`src/rtl/consumer_stall_ctrl_pkg.sv`:
```
`default_nettype none
// ============================================================================
// consumer_stall_ctrl_pkg : shared lane ids, width default, stall threshold
// Rev 1.0
// ============================================================================
package consumer_stall_ctrl_pkg;

  localparam int c_DATA_W = 32;

  typedef enum logic {
    LANE_1 = 1'b0,
    LANE_2 = 1'b1
  } lane_e;

  // Fill level at which the producer must be stopped so in-flight beats still fit.
  function automatic int thr(input int depth, input int stall_lat);
    return depth - stall_lat;
  endfunction

endpackage
`default_nettype wire

```
`src/rtl/consumer_stall_ctrl_if.sv`:
```
`default_nettype none
// ============================================================================
// consumer_stall_ctrl_if : lane inputs, drain control and drained-beat outputs
// Rev 1.0
// ============================================================================
interface consumer_stall_ctrl_if #(
  parameter int DATA_W = consumer_stall_ctrl_pkg::c_DATA_W
);
  logic [DATA_W-1:0] in_data_1;
  logic              in_valid_1;
  logic [DATA_W-1:0] in_data_2;
  logic              in_valid_2;
  logic              drain_en;
  logic              global_stall;
  logic [DATA_W-1:0] out_data;
  logic              out_lane;
  logic              out_valid;
  logic              overflow_1;
  logic              overflow_2;
  logic [15:0]       drained_cnt;

  modport master (
    output in_data_1, in_valid_1, in_data_2, in_valid_2, drain_en,
    input  global_stall, out_data, out_lane, out_valid,
    input  overflow_1, overflow_2, drained_cnt
  );

  modport slave (
    input  in_data_1, in_valid_1, in_data_2, in_valid_2, drain_en,
    output global_stall, out_data, out_lane, out_valid,
    output overflow_1, overflow_2, drained_cnt
  );
endinterface
`default_nettype wire

```
`src/rtl/consumer_lane_fifo.sv`:
```
`default_nettype none
// ============================================================================
// consumer_lane_fifo : per-lane sync FIFO; caller guarantees no overrun/underrun
// Rev 1.0
// ============================================================================
module consumer_lane_fifo
  import consumer_stall_ctrl_pkg::*;
#(
  parameter int DATA_W = c_DATA_W,
  parameter int DEPTH  = 4,
  localparam int AW    = $clog2(DEPTH)
) (
  input  wire logic              clk,
  input  wire logic              reset,
  input  wire logic              push,
  input  wire logic              pop,
  input  wire logic [DATA_W-1:0] wdata,
  output logic      [DATA_W-1:0] head,
  output logic      [AW:0]       count
);

  logic [DATA_W-1:0] r_mem [DEPTH];
  logic [AW-1:0]     r_wr_ptr;
  logic [AW-1:0]     r_rd_ptr;
  logic [AW:0]       r_count;

  always_ff @(posedge clk or negedge reset) begin
    if (!reset) begin
      r_wr_ptr <= '0;
      r_rd_ptr <= '0;
      r_count  <= '0;
    end else begin
      if (push) r_wr_ptr <= r_wr_ptr + AW'(1);
      if (pop)  r_rd_ptr <= r_rd_ptr + AW'(1);
      r_count <= r_count + (AW+1)'(push) - (AW+1)'(pop);
    end
  end

  // Storage needs no reset: emptiness is carried entirely by the count.
  always_ff @(posedge clk) begin
    if (push) r_mem[r_wr_ptr] <= wdata;
  end

  assign head  = r_mem[r_rd_ptr];
  assign count = r_count;

endmodule
`default_nettype wire

```
`src/rtl/consumer_stall_ctrl.sv`:
```
`default_nettype none
// ============================================================================
// consumer_stall_ctrl : two lane FIFOs drained round-robin at a limited rate
// Rev 1.0
// ============================================================================
module consumer_stall_ctrl
  import consumer_stall_ctrl_pkg::*;
#(
  parameter int DATA_W       = c_DATA_W,
  parameter int DEPTH        = 4,
  parameter int STALL_LAT    = 2,
  parameter int DRAIN_PERIOD = 2
) (
  input wire logic             clk,
  input wire logic             reset,
  consumer_stall_ctrl_if.slave bus
);

  localparam int AW      = $clog2(DEPTH);
  localparam int c_TMR_W = (DRAIN_PERIOD > 1) ? $clog2(DRAIN_PERIOD) : 1;
  localparam logic [c_TMR_W-1:0] c_TMR_MAX = c_TMR_W'(DRAIN_PERIOD - 1);
  localparam logic [AW:0]        c_THR     = (AW+1)'(thr(DEPTH, STALL_LAT));
  localparam logic [AW:0]        c_FULL    = (AW+1)'(DEPTH);

  logic [DATA_W-1:0]  w_head_1, w_head_2;
  logic [AW:0]        w_count_1, w_count_2;
  logic [AW:0]        w_cnext_1, w_cnext_2;
  logic               w_acc_1, w_acc_2;
  logic               w_pop_1, w_pop_2;
  logic               w_any_pop;
  logic               w_opp;
  lane_e              w_sel;

  logic [c_TMR_W-1:0] r_tmr;
  lane_e              r_rr_last;
  logic               r_stall;
  logic               r_out_valid;
  logic [DATA_W-1:0]  r_out_data;
  lane_e              r_out_lane;
  logic               r_ovf_1, r_ovf_2;
  logic [15:0]        r_drained_cnt;

  consumer_lane_fifo #(.DATA_W(DATA_W), .DEPTH(DEPTH)) u_fifo_1 (
    .clk(clk), .reset(reset), .push(w_acc_1), .pop(w_pop_1),
    .wdata(bus.in_data_1), .head(w_head_1), .count(w_count_1)
  );

  consumer_lane_fifo #(.DATA_W(DATA_W), .DEPTH(DEPTH)) u_fifo_2 (
    .clk(clk), .reset(reset), .push(w_acc_2), .pop(w_pop_2),
    .wdata(bus.in_data_2), .head(w_head_2), .count(w_count_2)
  );

  assign w_opp = (r_tmr == c_TMR_MAX) && bus.drain_en;

  always_comb begin
    w_sel   = LANE_1;
    w_pop_1 = 1'b0;
    w_pop_2 = 1'b0;
    if (w_opp) begin
      if ((w_count_1 != '0) && (w_count_2 != '0))
        w_sel = (r_rr_last == LANE_2) ? LANE_1 : LANE_2;
      else if (w_count_2 != '0)
        w_sel = LANE_2;
      w_pop_1 = (w_count_1 != '0) && (w_sel == LANE_1);
      w_pop_2 = (w_count_2 != '0) && (w_sel == LANE_2);
    end
  end

  assign w_any_pop = w_pop_1 | w_pop_2;

  // A full FIFO still takes a beat when its head leaves in the same cycle.
  assign w_acc_1   = bus.in_valid_1 && ((w_count_1 != c_FULL) || w_pop_1);
  assign w_acc_2   = bus.in_valid_2 && ((w_count_2 != c_FULL) || w_pop_2);
  assign w_cnext_1 = w_count_1 + (AW+1)'(w_acc_1) - (AW+1)'(w_pop_1);
  assign w_cnext_2 = w_count_2 + (AW+1)'(w_acc_2) - (AW+1)'(w_pop_2);

  always_ff @(posedge clk or negedge reset) begin
    if (!reset) begin
      r_tmr         <= '0;
      r_rr_last     <= LANE_2;
      r_stall       <= 1'b0;
      r_out_valid   <= 1'b0;
      r_out_data    <= '0;
      r_out_lane    <= LANE_1;
      r_ovf_1       <= 1'b0;
      r_ovf_2       <= 1'b0;
      r_drained_cnt <= '0;
    end else begin
      r_tmr       <= (r_tmr == c_TMR_MAX) ? '0 : r_tmr + c_TMR_W'(1);
      r_stall     <= (w_cnext_1 >= c_THR) || (w_cnext_2 >= c_THR);
      r_ovf_1     <= r_ovf_1 | (bus.in_valid_1 & ~w_acc_1);
      r_ovf_2     <= r_ovf_2 | (bus.in_valid_2 & ~w_acc_2);
      r_out_valid <= w_any_pop;
      if (w_any_pop) begin
        r_out_data    <= (w_sel == LANE_1) ? w_head_1 : w_head_2;
        r_out_lane    <= w_sel;
        r_rr_last     <= w_sel;
        r_drained_cnt <= r_drained_cnt + 16'd1;
      end
    end
  end

  assign bus.global_stall = r_stall;
  assign bus.out_valid    = r_out_valid;
  assign bus.out_data     = r_out_data;
  assign bus.out_lane     = r_out_lane;
  assign bus.overflow_1   = r_ovf_1;
  assign bus.overflow_2   = r_ovf_2;
  assign bus.drained_cnt  = r_drained_cnt;

endmodule
`default_nettype wire

```
`src/flat_wrapper.sv`:
```
// flat-port wrapper written by rule: the top's interface ports become plain ports
module consumer_stall_ctrl_flat import consumer_stall_ctrl_pkg::*;
#(
  parameter int DATA_W       = c_DATA_W,
  parameter int DEPTH        = 4,
  parameter int STALL_LAT    = 2,
  parameter int DRAIN_PERIOD = 2
)
  (clk, reset, bus_in_data_1, bus_in_valid_1, bus_in_data_2, bus_in_valid_2, bus_drain_en, bus_global_stall, bus_out_data, bus_out_lane, bus_out_valid, bus_overflow_1, bus_overflow_2, bus_drained_cnt);
  consumer_stall_ctrl_if #(.DATA_W(DATA_W)) bus_i ();
  input wire logic clk;
  input wire logic reset;
  input wire logic [$bits(bus_i.in_data_1)-1:0] bus_in_data_1;
  input wire logic [$bits(bus_i.in_valid_1)-1:0] bus_in_valid_1;
  input wire logic [$bits(bus_i.in_data_2)-1:0] bus_in_data_2;
  input wire logic [$bits(bus_i.in_valid_2)-1:0] bus_in_valid_2;
  input wire logic [$bits(bus_i.drain_en)-1:0] bus_drain_en;
  output wire logic [$bits(bus_i.global_stall)-1:0] bus_global_stall;
  output wire logic [$bits(bus_i.out_data)-1:0] bus_out_data;
  output wire logic [$bits(bus_i.out_lane)-1:0] bus_out_lane;
  output wire logic [$bits(bus_i.out_valid)-1:0] bus_out_valid;
  output wire logic [$bits(bus_i.overflow_1)-1:0] bus_overflow_1;
  output wire logic [$bits(bus_i.overflow_2)-1:0] bus_overflow_2;
  output wire logic [$bits(bus_i.drained_cnt)-1:0] bus_drained_cnt;
  assign bus_i.in_data_1 = bus_in_data_1;
  assign bus_i.in_valid_1 = bus_in_valid_1;
  assign bus_i.in_data_2 = bus_in_data_2;
  assign bus_i.in_valid_2 = bus_in_valid_2;
  assign bus_i.drain_en = bus_drain_en;
  assign bus_global_stall = bus_i.global_stall;
  assign bus_out_data = bus_i.out_data;
  assign bus_out_lane = bus_i.out_lane;
  assign bus_out_valid = bus_i.out_valid;
  assign bus_overflow_1 = bus_i.overflow_1;
  assign bus_overflow_2 = bus_i.overflow_2;
  assign bus_drained_cnt = bus_i.drained_cnt;
  consumer_stall_ctrl #(.DATA_W(DATA_W), .DEPTH(DEPTH), .STALL_LAT(STALL_LAT), .DRAIN_PERIOD(DRAIN_PERIOD)) u_core (.clk(clk), .reset(reset), .bus(bus_i));
endmodule
```
`config.mk`:
```
export PLATFORM = sky130hd
export DESIGN_NAME = consumer_stall_ctrl_flat
export DESIGN_NICKNAME = d
export VERILOG_FILES = /design/src/rtl/consumer_stall_ctrl_pkg.sv /design/src/rtl/consumer_stall_ctrl_if.sv /design/src/rtl/consumer_lane_fifo.sv /design/src/rtl/consumer_stall_ctrl.sv /design/src/flat_wrapper.sv
export SDC_FILE = /design/constraint.sdc
export NUM_CORES = 1
export LEC_CHECK = 0
export ABC_AREA = 1
export ABC_CLOCK_PERIOD_IN_PS = 2600
export CAP_MARGIN = 20
export CELL_PAD_IN_SITES_DETAIL_PLACEMENT = 1
export CELL_PAD_IN_SITES_GLOBAL_PLACEMENT = 1
export CORE_MARGIN = 2
export CORE_UTILIZATION = 30
export CTS_BUF_LIST = sky130_fd_sc_hd__clkbuf_4
export DETAILED_ROUTE_END_ITERATION = 6
export DONT_BUFFER_PORTS = 1
export PLACE_DENSITY = 0.63
export SYNTH_ARGS = -nofsm -noshare
export SYNTH_HDL_FRONTEND = slang
export SYNTH_HIERARCHICAL = 1
export SYNTH_SLANG_ARGS = --single-unit
```
`constraint.sdc`:
```
create_clock -name clk -period 2.6 [get_ports clk]
set_input_delay 0.52 -clock clk [delete_from_list [all_inputs] [get_ports clk]]
set_output_delay 0.52 -clock clk [all_outputs]
set_load 0.01 [all_outputs]
```
* Word-level counts from Yosys, hierarchy flattened *
Memories as Yosys holds them, arrays and structs flattened.
Index checks and enable logic that the tools add are counted.

cells by class
  $add $sub $neg = 10
  reductions and logical operators = 11
  bitwise logic cells = 8
  eq/ne operators = 2
  muxes and demuxes = 13
  order comparisons = 2

operators with widths
  kind                                                  count
  two-way mux 32 bit                                    1
  adder 16 x 1 -> 16 bit (second input constant)        1
  two-way mux 1 bit                                     12
  adder 2 x 1 -> 2 bit (second input constant)          4
  adder 3 x 1 -> 3 bit                                  2
  >= comparator 3 x 2 -> 1 bit (second input constant)  2
  logical AND 1 bit                                     6
  inequality test 3 bit (second input constant)         2
  nonzero test 3 bit                                    2
  subtractor 3 x 1 -> 3 bit                             2
  logical OR 1 bit                                      3
  inverter 1 bit                                        3
  bitwise OR 1 bit                                      3
  bitwise AND 1 bit                                     2
  adder 1 bit (second input constant)                   1

word-level totals
  memories kept = 2
  input bits = 69
  word-level logic and storage cells = 63
  bits in registers = 69
  output and inout port bits = 53
  memory bits (writable) = 256

memory list
  memory                 words  width  read ports  clocked after memory_dff  wr ports  line                      text
  u_core.u_fifo_1.r_mem  4      32     1           0                         1         consumer_lane_fifo.sv:22  logic [DATA_W-1:0] r_mem [DEPTH];
  u_core.u_fifo_2.r_mem  4      32     1           0                         1         consumer_lane_fifo.sv:22

* Longest topological paths before layout *
Gate-level depths: netlist of the first run.

  depth in word-level cells = 13
  depth in mapped cells = 15
  mapped depth without buffers = 14

* Hierarchy *
The synthesis of the first run kept the hierarchy.

modules (own cells, without submodules)
  module               sequential area each (um2)  area each (um2)  times used  cells an instance
  consumer_lane_fifo   4018.9                      5776.8           2           545
  consumer_stall_ctrl  1377.6                      2944.1           1           371

* Worst setup path before layout of the first run *
OpenSTA, ideal clock, no wires.

  path kind = register to register
  from = reg u_core.u_fifo_1.r_count[1], in the netlist u_core/u_fifo_1/count[1]
  to = mem u_core/u_fifo_2/r_mem[1][0] (netlist bit), enable pin
  stages on the path, launching flop included = 12
  setup time = 387 ps
  slack = 132 ps
  period minus slack after synthesis = 2468 ps
  buffers on the path = 2
  data arrival time = 2081 ps
  required time = 2213 ps
  path through = dfrtp_1 > nor2_1 > nand2_1 > nand2_2 > nand3_4 > buf_6 > nand2_1 > nand2_1 > inv_1 > clkbuf_1 > nand2_1 > inv_1

between the ends
  cells in the longest elaborated chain, start to end = 10

RTL lines
  what                                     line                       text
  start: declaration                       consumer_lane_fifo.sv:25   logic [AW:0] r_count;
  start signal: assignment                 consumer_lane_fifo.sv:35   r_count <= r_count + (AW+1)'(push) - (AW+1)'(pop);
  nonzero test 3 bit                       consumer_stall_ctrl.sv:60  if ((w_count_1 != '0) && (w_count_2 != '0))
  logical AND 1 bit                        consumer_stall_ctrl.sv:60
  two-way mux 1 bit                        consumer_stall_ctrl.sv:60
  two-way mux 1 bit                        consumer_stall_ctrl.sv:59  if (w_opp) begin
  logical AND 1 bit                        consumer_stall_ctrl.sv:65  w_pop_2 = (w_count_2 != '0) && (w_sel == LANE_2);
  two-way mux 1 bit                        consumer_stall_ctrl.sv:59
  logical OR 1 bit                         consumer_stall_ctrl.sv:73  assign w_acc_2 = bus.in_valid_2 && ((w_count_2 != c_FULL) || w_pop_2);
  logical AND 1 bit                        consumer_stall_ctrl.sv:73
  named net u_core.w_acc_2                 consumer_stall_ctrl.sv:28  logic w_acc_1, w_acc_2;
  two-way mux 1 bit                        consumer_lane_fifo.sv:41   if (push) r_mem[r_wr_ptr] <= wdata;
  two-way mux 1 bit (implied by the code)  consumer_lane_fifo.sv:41
  end: declaration                         consumer_lane_fifo.sv:22

The timed path passes the listed nets, and every way through them passes these cells. The select of a mux whose other input is x is not followed.

* Final worst setup path of the first run *
  from = reg u_core.u_fifo_1.r_count[2], in the netlist u_core/u_fifo_1/count[2]
  to = reg u_core.r_stall, in the netlist u_core/bus.global_stall

between the ends
  cells in the longest elaborated chain, start to end = 13
  elaborated cells on any way between the ends = 21
  classes of those cells = 4 x add/sub; 2 x order compare; 1 x eq/ne; 4 x mux; 1 x bitwise; 9 x reduce/logical

RTL lines
  what                          line                                                  text
  nonzero test 3 bit            consumer_stall_ctrl.sv:60, consumer_stall_ctrl.sv:64
  logical AND 1 bit             consumer_stall_ctrl.sv:60
  two-way mux 1 bit             consumer_stall_ctrl.sv:60
  two-way mux 1 bit             consumer_stall_ctrl.sv:59
  inverter 1 bit                consumer_stall_ctrl.sv:64                             w_pop_1 = (w_count_1 != '0) && (w_sel == LANE_1);
  logical AND 1 bit             consumer_stall_ctrl.sv:64
  two-way mux 1 bit             consumer_stall_ctrl.sv:59
  logical OR 1 bit              consumer_stall_ctrl.sv:72                             assign w_acc_1 = bus.in_valid_1 && ((w_count_1 != c_FULL) || w_pop_1);
  logical AND 1 bit             consumer_stall_ctrl.sv:72
  adder 3 x 1 -> 3 bit          consumer_stall_ctrl.sv:74                             assign w_cnext_1 = w_count_1 + (AW+1)'(w_acc_1) - (AW+1)'(w_pop_1);
  subtractor 3 x 1 -> 3 bit     consumer_stall_ctrl.sv:74
  >= comparator 3 x 2 -> 1 bit  consumer_stall_ctrl.sv:90                             r_stall <= (w_cnext_1 >= c_THR) || (w_cnext_2 >= c_THR);
  logical OR 1 bit (*)          consumer_stall_ctrl.sv:90
  end signal: assignment        consumer_stall_ctrl.sv:90
  end: declaration              consumer_stall_ctrl.sv:36                             logic r_stall;

Mark *: on every way between the ends. The rest lies on a longest branch, timed or not. The select of a mux whose other input is x is not followed.
A chain may end at the register's enable or synchronous reset.

==> results.toml, run 1 <==
[pwr]
combPwrFrac = 0.334
p_int_uw = 11100
switchingPower_uw = 7120
p_leak_uw = 0.00773
p_clk_frac = 0.234
vdd_ir_drop_max_mv = 0.497
power_switching_share = 0.390
powerDensity_nw_per_um2 = 1080
power_frac_seq = 0.432

[routing]
viasPerCell = 4.38
met3_length_um = 1780
drtPass1Iterations = 4
drt-total-wl_um = 37000
dr_total_vias = 9892
detail-route-antenna-nets = 0
routed.top_layer = "met5"
route.detailed.drc = 0
m1WireLength_um = 16500
wl_met2_um = 17900
drt-initial-drc-count = 341
wl_per_cell_um = 16.3

[timing]
rsz0062_at_grt = "false"
final.setup.tns_ps = 0
final_max_slew_viol_count = 0
worst_slew_pin_slew_ps = 740
fmax_mhz = 413
hold_viol_final = 0
finalCriticalPeriod_ps = 2420
setup_violations = 0
worst_slack_ps = 181
fin_crit_sh = 0.930
fin_skew_ps = 32.6
max-slew-margin-rel = 0.506

[critical_path]
crit_chain = "nor2_1 > nand2_1 > nand2_2 > nand2_1 > nand2_1 > nand2_1 > nand2_1 > ha_1 > or2_2 > fa_1 > xor2_1 > nand4_1"
crit_fanout = 5
rrSetupSlack_ps = 180
cpMostUsedCell = "nand2_1"
cp_slowest_stage_delay_ps = 440
critPathArrivalTime_ps = 3030
crit_path_start_kind = "flip-flop"
worstPathRequired_ps = 3210
critPathKind = "reg2reg"
end_kind = "flip-flop"
crit_cells = 12
crit_family = "simple AND/OR/NAND/NOR gates"
cp.buffers_inverters = 0
reg2regPathDepth = 12
cp_slowest_cell = "dfrtp_1"

[cells_and_area]
area_growth_pct = 16.8
multi_input_area_um2 = 3510
register_area_um2 = 9420
drive_above_1_share = 0.102
nFillCells = 5395
fin_nets = 1669
final_util = 0.355

[global_route]
overflow = 0
antenna_found_initial = 8
grt_pass1_vias = 10500
grt_max_degree = 70
grt_pass1_wl_um = 58800
grt_usage = 0.151

[cts]
cts_buffer_depth = 3
cts_tree = "built"
clockRootBuffer = "clkbuf_4"
clk_latency_ps = 740
h-tree-depth = 3
clk_pin_slew_ps = 60
cts.sinks = 325
cts_buffers = 86

[worst_hold_path]
hp-class = "in2reg"
hold_depth = 4

[yosys]
synth_adder_area_share = 0.0185
netlist_area_um2 = 14500
syn_avg_cell_area_um2 = 9.92
yosysMostFrequentCell = "nand2_1"
synth_common_cells = "nand2_1 (448), inv_1 (305), edfxtp_1 (256)"
yosysTopAreaCell = "edfxtp_1"
synth_edf_count = 256
synth_nets = 1549
yosysWarnings = 6
synth_cell_types = 27
netlist.area_leader.share = 0.530
synth_top_family_by_area = "simple AND/OR/NAND/NOR gates"
ys.flop_type = "edfxtp_1"
synthMuxAreaShare = 0
synthTopCellsByArea = "edfxtp_1 (53%), dfrtp_1 (12%), nand2_1 (12%)"
ys_seq_elements = 325
synthSimpleGateAreaFrac = 0.210
ys_seq_area_frac = 0.649
synthXorXnorAreaFrac = 0.00906
synth_compound_area_frac = 0.00518
ys_async_sr_fraction = 0.212
syn_inst = 1461

[placement]
place_congestion = 0.786
hpwl_um = 23800
place_ws_ps = 120
io_buffers = 0

[floorplanning]
num_rows = 80
die-area_um2 = 50100
ios = 122
core-area_um2 = 47700
initial_utilization = 0.304
chipWidth_um = 224
die_height_um = 224

[outcome]
status = "finished clean"

[run]
maxCapViolCount = 0
layout by cell type (no fill, tap or decap):
cell,Yosys,routed
nand2_1,448,448
inv_1,305,305
edfxtp_1,256,256
nand3_1,234,234
clkbuf_4,0,121
dlygate4sd3_1,0,68
dfrtp_1,68,65
clkinv_1,0,19
nor2_1,18,18
ha_1,15,15
xor2_1,14,14
buf_4,5,13
o21ai_0,10,10
buf_12,0,10
inv_2,7,9
diode_2,0,7
nand4_1,7,7
fa_1,4,4
clkinv_2,0,3
dfrtp_2,0,3
nand2_2,2,2
o21bai_1,2,2
nand3b_1,2,2
o21ai_1,2,2
bufinv_16,0,1
nor3b_1,1,1
nand3_4,1,1
nor3_1,1,1
nand2_4,1,1
or2_2,1,1
xnor2_1,1,1
buf_16,0,1
dfstp_2,1,1
stage by stage:
stage / instances / power, uW / area (um2) / hold slack [ps]
2_1_floorplan: 1461 / 12100 / 14500 / 224
3_3_place_gp: 2038 / 13800 / 15200 / 226
3_5_place_dp: 2038 / 14100 / 15200 / 226
4_1_cts: 2253 / 18600 / 16900 / 132
5_1_grt: 2260 / 19700 / 16900 / 188
6_report: 2261 / 18200 / 16900 / 217
power groups by stage:
stage | clock network [uW] | logic [uW] | registers, uW
floorplan | 0 | 4380 | 7690
global placement | 0 | 5860 | 7980
detailed placement | 0 | 6060 | 8030
CTS | 4450 | 6240 | 7920
global route | 4710 | 7000 | 8020
finish | 4260 | 6100 | 7880
sequential cells by signal, indices dropped and copies added (netlist names), 2 cells and up:
signal and flops:
u_core/u_fifo_1/r_rd_ptr 2, u_core/bus.out_data 32, u_core/bus.drained_cnt 16, u_core/u_fifo_1/r_wr_ptr 2
u_core/u_fifo_1/count 3, u_core/u_fifo_2/r_wr_ptr 2, u_core/u_fifo_2/count 3, u_core/u_fifo_1/r_mem 128
u_core/u_fifo_2/r_rd_ptr 2, u_core/u_fifo_2/r_mem 128
worst register-to-register path: stages (launching register included):
cell and delay [ps]:
dfrtp_1 440, nor2_1 120, nand2_1 100, nand2_2 100, nand2_1 60, nand2_1 80, nand2_1 70, nand2_1 100
ha_1 250, or2_2 320, fa_1 390, xor2_1 170, nand4_1 100
final timing paths:
path	startpoint	to
min	bus_in_valid_2	u_core/u_fifo_2/r_wr_ptr[1]
max reg2reg	u_core/u_fifo_1/count[2]	u_core/bus.global_stall
max	u_core/u_fifo_1/count[2]	u_core/bus.global_stall
max in group asynchronous	reset	u_core/r_rr_last
min reg2reg	u_core/r_tmr	u_core/r_tmr
min in group asynchronous	reset	u_core/bus.out_data[9]
cell type report:
type / instances / area share
well taps: 615 / 0.0455
flip-flops and latches: 325 / 0.556
clock inverters: 25 / 0.00732
inverters: 312 / 0.0692
multi-input cells: 764 / 0.208
diodes: 7 / 0.00103
clock buffers: 121 / 0.0537
repair buffers: 92 / 0.0594
kinds of logic after synthesis:
| logic type | count (synthesis) |
|---|---|
| buffers and inverters | 372 |
| AO/OA/AOI/OAI | 14 |
| adder cells (fa/ha/maj) | 19 |
| flip-flops | 325 |
| XOR/XNOR | 15 |
| AND/OR/NAND/NOR | 716 |
layer usage:
metal,vias to the layer above,GRT usage
met5,-,0
met4,2,0.0574
met3,49,0.0390
met2,163,0.255
met1,4774,0.187
li1,4904,-
timing repair:
item / in CTS / in global routing
hold endpoints to repair: 328 / 0
setup endpoints to repair: 0 / 1
hold buffers: 69 / 0
resized for setup: 0 / 1
buffers inserted: 0 / 1
No activity file was read; power rests on OpenSTA's default activity.
==> run 2: changes to the inputs <==
--- a/config.mk
+++ b/config.mk
@@ -12,9 +12,9 @@
 export CELL_PAD_IN_SITES_GLOBAL_PLACEMENT = 1
 export CORE_MARGIN = 2
-export CORE_UTILIZATION = 30
+export CORE_UTILIZATION = 35
 export CTS_BUF_LIST = sky130_fd_sc_hd__clkbuf_4
 export DETAILED_ROUTE_END_ITERATION = 6
 export DONT_BUFFER_PORTS = 1
-export PLACE_DENSITY = 0.63
+export PLACE_DENSITY = 0.7
 export SYNTH_ARGS = -nofsm -noshare
 export SYNTH_HDL_FRONTEND = slang
==> constraint.sdc (replaced) <==
create_clock -name clk -period 2.6 [get_ports clk]
set_input_delay 0.13 -clock clk [delete_from_list [all_inputs] [get_ports clk]]
set_output_delay 0.13 -clock clk [all_outputs]
set_load 0.01 [all_outputs]
==> results.toml, run 2 (synthesized netlist as in run 1, its figures left out) <==
[cts]
clockRootBuffer = "clkbuf_4"
cts_resized = 0
cts_buffers = 87
cts.sinks = 325
cts_buffer_depth = 3
h-tree-depth = 3
clk_pin_slew_ps = 70
cts_tree = "built"
clk_latency_ps = 740

[critical_path]
end_kind = "flip-flop"
cp_slowest_cell = "dfrtp_1"
cp_slowest_stage_delay_ps = 410
rrSetupSlack_ps = 200
critPathKind = "reg2reg"
cpMostUsedCell = "nand2_1"
reg2regPathDepth = 12
crit_fanout = 4
critPathArrivalTime_ps = 3000
crit_chain = "nor2_1 > nand2_1 > nand2_2 > nand2_1 > nand2_1 > nand2_1 > nand2_1 > ha_1 > or2_2 > fa_1 > xor2_1 > nand4_1"
r2r_start = "u_core/u_fifo_1/count[2]"
r2r_end = "u_core/bus.global_stall"
worstPathRequired_ps = 3200
crit_path_start_kind = "flip-flop"

[placement]
place_area_um2 = 15000
place_congestion = 0.794
dp_cells = 1953
io_buffers = 0
hpwl_um = 23600

[worst_hold_path]
hold_depth = 1
min_from = "bus_in_data_1[13]"
hp-class = "in2reg"
holdPathEnd = "u_core/u_fifo_1/r_mem[2][13]"

[pwr]
p_leak_uw = 0.00775
powerDensity_nw_per_um2 = 1080
vdd_ir_drop_max_mv = 0.403

[timing]
fmax_mhz = 417
setup_violations = 0
finalCriticalPeriod_ps = 2400
final_max_slew_viol_count = 0
fin_crit_sh = 0.923
hold_viol_final = 0
max-slew-margin-rel = 0.460
fin_skew_ps = 40.4
rsz0062_at_grt = "false"
final.setup.tns_ps = 0
worst_slew_pin_slew_ps = 808

[cells_and_area]
layout_common_cells = "nand2_1 (448), inv_1 (305), edfxtp_1 (256), nand3_1 (234), clkbuf_4 (119)"
register_area_um2 = 9420
fin_nets = 1672
area_growth_pct = 16.4
fin_cells = 2190
postLayoutCellArea_um2 = 16900
drive_above_1_share = 0.100
layout_commonest_cell = "nand2_1"
multi_input_area_um2 = 3510
nFillCells = 4633

[floorplanning]
chipWidth_um = 208
num_rows = 74
die-area_um2 = 43100
initial_utilization = 0.355
die_height_um = 208
ios = 122
core-area_um2 = 40800

[global_route]
grt_pass1_vias = 10900
antenna_found_initial = 4
grt_max_degree = 69
grt_pass1_wl_um = 59000
overflow = 0
grt_usage = 0.174

[routing]
drt-total-wl_um = 36900
viasPerCell = 4.57
route.detailed.drc = 0
dr_total_vias = 9998
detail-route-antenna-nets = 0
drtPass1Iterations = 4
wl_per_cell_um = 16.8
drt-initial-drc-count = 476

[run]
maxCapViolCount = 0

[outcome]
status = "finished clean"
run 2: layout make-up:
cell class,count,area share
clock buffer,119,0.0529
tap,532,0.0394
antenna,3,0.000445
sequential,325,0.558
inverter,312,0.0694
multi-input combinational,764,0.208
timing repair buffer,94,0.0621
clock inverter,41,0.00949
run 2: worst max-delay path by stage:
stage                                  start                          end
finish              u_core/u_fifo_1/count[2]      u_core/bus.global_stall
global route        u_core/u_fifo_2/count[1]      u_core/bus.global_stall
CTS                 u_core/u_fifo_1/count[2]      u_core/bus.global_stall
detailed placement  u_core/u_fifo_1/count[2]      u_core/bus.global_stall
floorplan           u_core/u_fifo_1/count[1]  u_core/u_fifo_2/r_mem[1][0]
global placement    u_core/u_fifo_2/count[1]      u_core/bus.global_stall
run 2: power breakdown:
part           internal (uW)  leakage (uW)  total (uW)  switching (uW)
logic                   1900       0.00393        6030            4130
registers               6990       0.00319        7940             955
clock network           2140      0.000634        4250            2110
run 2: through the flow:
| stage | total power (uW) | worst slack, ps | hold WS (ps) | util |
|---|---|---|---|---|
| floorplan | 12100 | 132 | -166 | - |
| global placement | 13700 | 281 | -164 | 0.368 |
| detailed placement | 14000 | 188 | -164 | 0.368 |
| CTS | 18600 | 177 | 31.9 | 0.413 |
| global route | 19700 | 23.4 | 75.7 | 0.413 |
| finish | 18200 | 199 | 105 | 0.413 |
run 2: worst max-delay path, delay by kind of cell, from the launching register on:
kind | cells | cell delay [ps]
XOR/XNOR | 1 | 160
adder cells (fa/ha/maj) | 2 | 610
flip-flops | 1 | 410
AND/OR/NAND/NOR | 9 | 1090
run 2: what timing repair did:
| item | CTS | global route |
|---|---|---|
| hold endpoints to repair | 338 | 0 |
| setup buffers | 0 | 1 |
| setup endpoints to repair | 0 | 1 |
| hold buffers | 73 | 0 |
run 2: routing by layer:
metal / wire length [um] / global-route usage / up-vias
met5: 13 / 0 / -
met4: 842 / 0.0717 / 2
met3: 2100 / 0.0472 / 62
met2: 17800 / 0.296 / 184
met1: 16100 / 0.209 / 4842
li1: - / - / 4908
==> run 3: changes to the inputs <==
Settings changed: CORE_UTILIZATION 35 to 25, PLACE_DENSITY 0.7 to 0.56.
==> results.toml, run 3 (synthesized netlist as in run 1, its figures left out) <==
[outcome]
status = "finished clean"

[floorplanning]
die-area_um2 = 59900
initial_utilization = 0.252
core-area_um2 = 57500
ios = 122
num_rows = 88
die_height_um = 245
chipWidth_um = 245

[timing]
fmax_mhz = 429
rsz0062_at_grt = "false"
setup_violations = 0
final.setup.tns_ps = 0
finalCriticalPeriod_ps = 2330
fin_crit_sh = 0.897
fin_skew_ps = 46.9
final_max_slew_viol_count = 0
hold_viol_final = 0
worst_slew_pin_slew_ps = 759
max-slew-margin-rel = 0.494

[cts]
cts_buffers = 88
cts_setup_buffers = 0
cts_tree = "built"
h-tree-depth = 3
clk_pin_slew_ps = 70
cts_buffer_depth = 3
clockRootBuffer = "clkbuf_4"
cts.sinks = 325
clk_latency_ps = 790

[placement]
hpwl_um = 25600
io_buffers = 0
place_congestion = 0.747

[pwr]
switchingPower_uw = 7390
vdd_ir_drop_max_mv = 0.395
powerDensity_nw_per_um2 = 1070
combPwrFrac = 0.332
p_clk_frac = 0.255
p_leak_uw = 0.00806
power_frac_seq = 0.413
power_switching_share = 0.387
p_int_uw = 11700

[global_route]
grt_pass1_wl_um = 61900
grt_max_degree = 69
overflow = 0
antenna_found_initial = 5
grt_pass1_vias = 10900
grt_usage = 0.137

[routing]
wl_per_cell_um = 16.2
drt-initial-drc-count = 347
drtPass1Iterations = 4
detail-route-antenna-nets = 0
route.detailed.drc = 0
viasPerCell = 4.15
dr_total_vias = 10300
drt-total-wl_um = 40100

[cells_and_area]
fin_nets = 1722
layout_common_cells = "nand2_1 (448), inv_1 (305), edfxtp_1 (256), nand3_1 (234), clkbuf_4 (138)"
final_util = 0.310
area_growth_pct = 22.9
multi_input_area_um2 = 3510
nFillCells = 6574
register_area_um2 = 9420
layout_commonest_cell = "nand2_1"
drive_above_1_share = 0.110

[critical_path]
crit_path_start_kind = "flip-flop"
cpMostUsedCell = "nand2_1"
cp_slowest_cell = "dfrtp_1"
end_kind = "flip-flop"
crit_chain = "nor2_1 > nand2_1 > nand2_2 > nand2_1 > nand2_1 > nand2_1 > nand2_1 > ha_1 > or2_2 > fa_1 > xor2_1 > nand4_1"
cp_slowest_stage_delay_ps = 420
crit_fanout = 5
worstPathRequired_ps = 3240
critPathArrivalTime_ps = 2970
critPathKind = "reg2reg"

[worst_hold_path]
hp-class = "in2reg"

[run]
maxCapViolCount = 0
[run 3: cell count changes in the layout (fill, tap and decap cells not counted)]
cell	before	now
clkbuf_4	119	138
clkinv_1	32	15
bufinv_16	0	3
inv_2	11	9
buf_12	10	11
clkinv_2	5	3
buf_4	11	14
dlygate4sd3_1	71	116
[run 3: layer usage]
layer | vias up | track usage | part of all wire
met5 | - | 0 | 0.00055
met4 | 4 | 0.0579 | 0.024
met3 | 69 | 0.0370 | 0.057
met2 | 207 | 0.232 | 0.48
met1 | 4992 | 0.162 | 0.44
li1 | 5000 | - | -
[run 3: layout make-up]
type,count,share of cell area
antenna,3,0.000421
clock buffer,138,0.0582
clock inverter,23,0.00948
inverter,312,0.0657
multi-input combinational,764,0.197
sequential,325,0.529
tap,765,0.0537
timing repair buffer,143,0.0865
[run 3: timing repair]
item                      in CTS  in global routing
hold endpoints to repair     392                  0
resized for setup              0                  0
hold buffers                 118                  0
[run 3: final timing paths]
path | start | depth (start not counted) | slack [ps] | endpoint
worst max-delay path | u_core/u_fifo_1/count[2] | 12 | 270 | u_core/bus.global_stall
worst min-delay path | bus_in_data_1[19] | 1 | 110 | u_core/u_fifo_1/r_mem[1][19]
worst max register to register | u_core/u_fifo_1/count[2] | 12 | 270 | u_core/bus.global_stall
worst min register to register | u_core/r_tmr | 1 | 430 | u_core/r_tmr
max in group asynchronous | reset | 4 | 1600 | u_core/u_fifo_2/r_rd_ptr[0]
min in group asynchronous | reset | 3 | 580 | u_core/r_rr_last
[run 3: power by group through the flow]
stage               registers, uW  clock network [uW]  logic (uW)
floorplan                    7690                   0        4380
global placement             8000                   0        6100
detailed placement           8030                   0        6260
CTS                          7930                5110        6530
global route                 8030                5350        7250
finish                       7880                4870        6330
[run 3: stage by stage]
step	cell area, um2	setup WS [ps]	total power (uW)	hold WS (ps)	std cells
after global routing	17800	76.1	20600	47.6	2473
after detailed placement	15400	224	14300	-164	2191
after floorplan	14500	132	12100	-166	1461
after global placement	15400	271	14100	-164	2191
after CTS	17800	240	19600	0.973	2470
final	17800	267	19100	105	2473
[run 3: worst max-delay path: cells and delay by family (launching register included)]
| family | cells | cell delay, ps |
|---|---|---|
| AND/OR/NAND/NOR | 9 | 1030 |
| adder cells (fa/ha/maj) | 2 | 610 |
| XOR/XNOR | 1 | 160 |
| flip-flops | 1 | 420 |
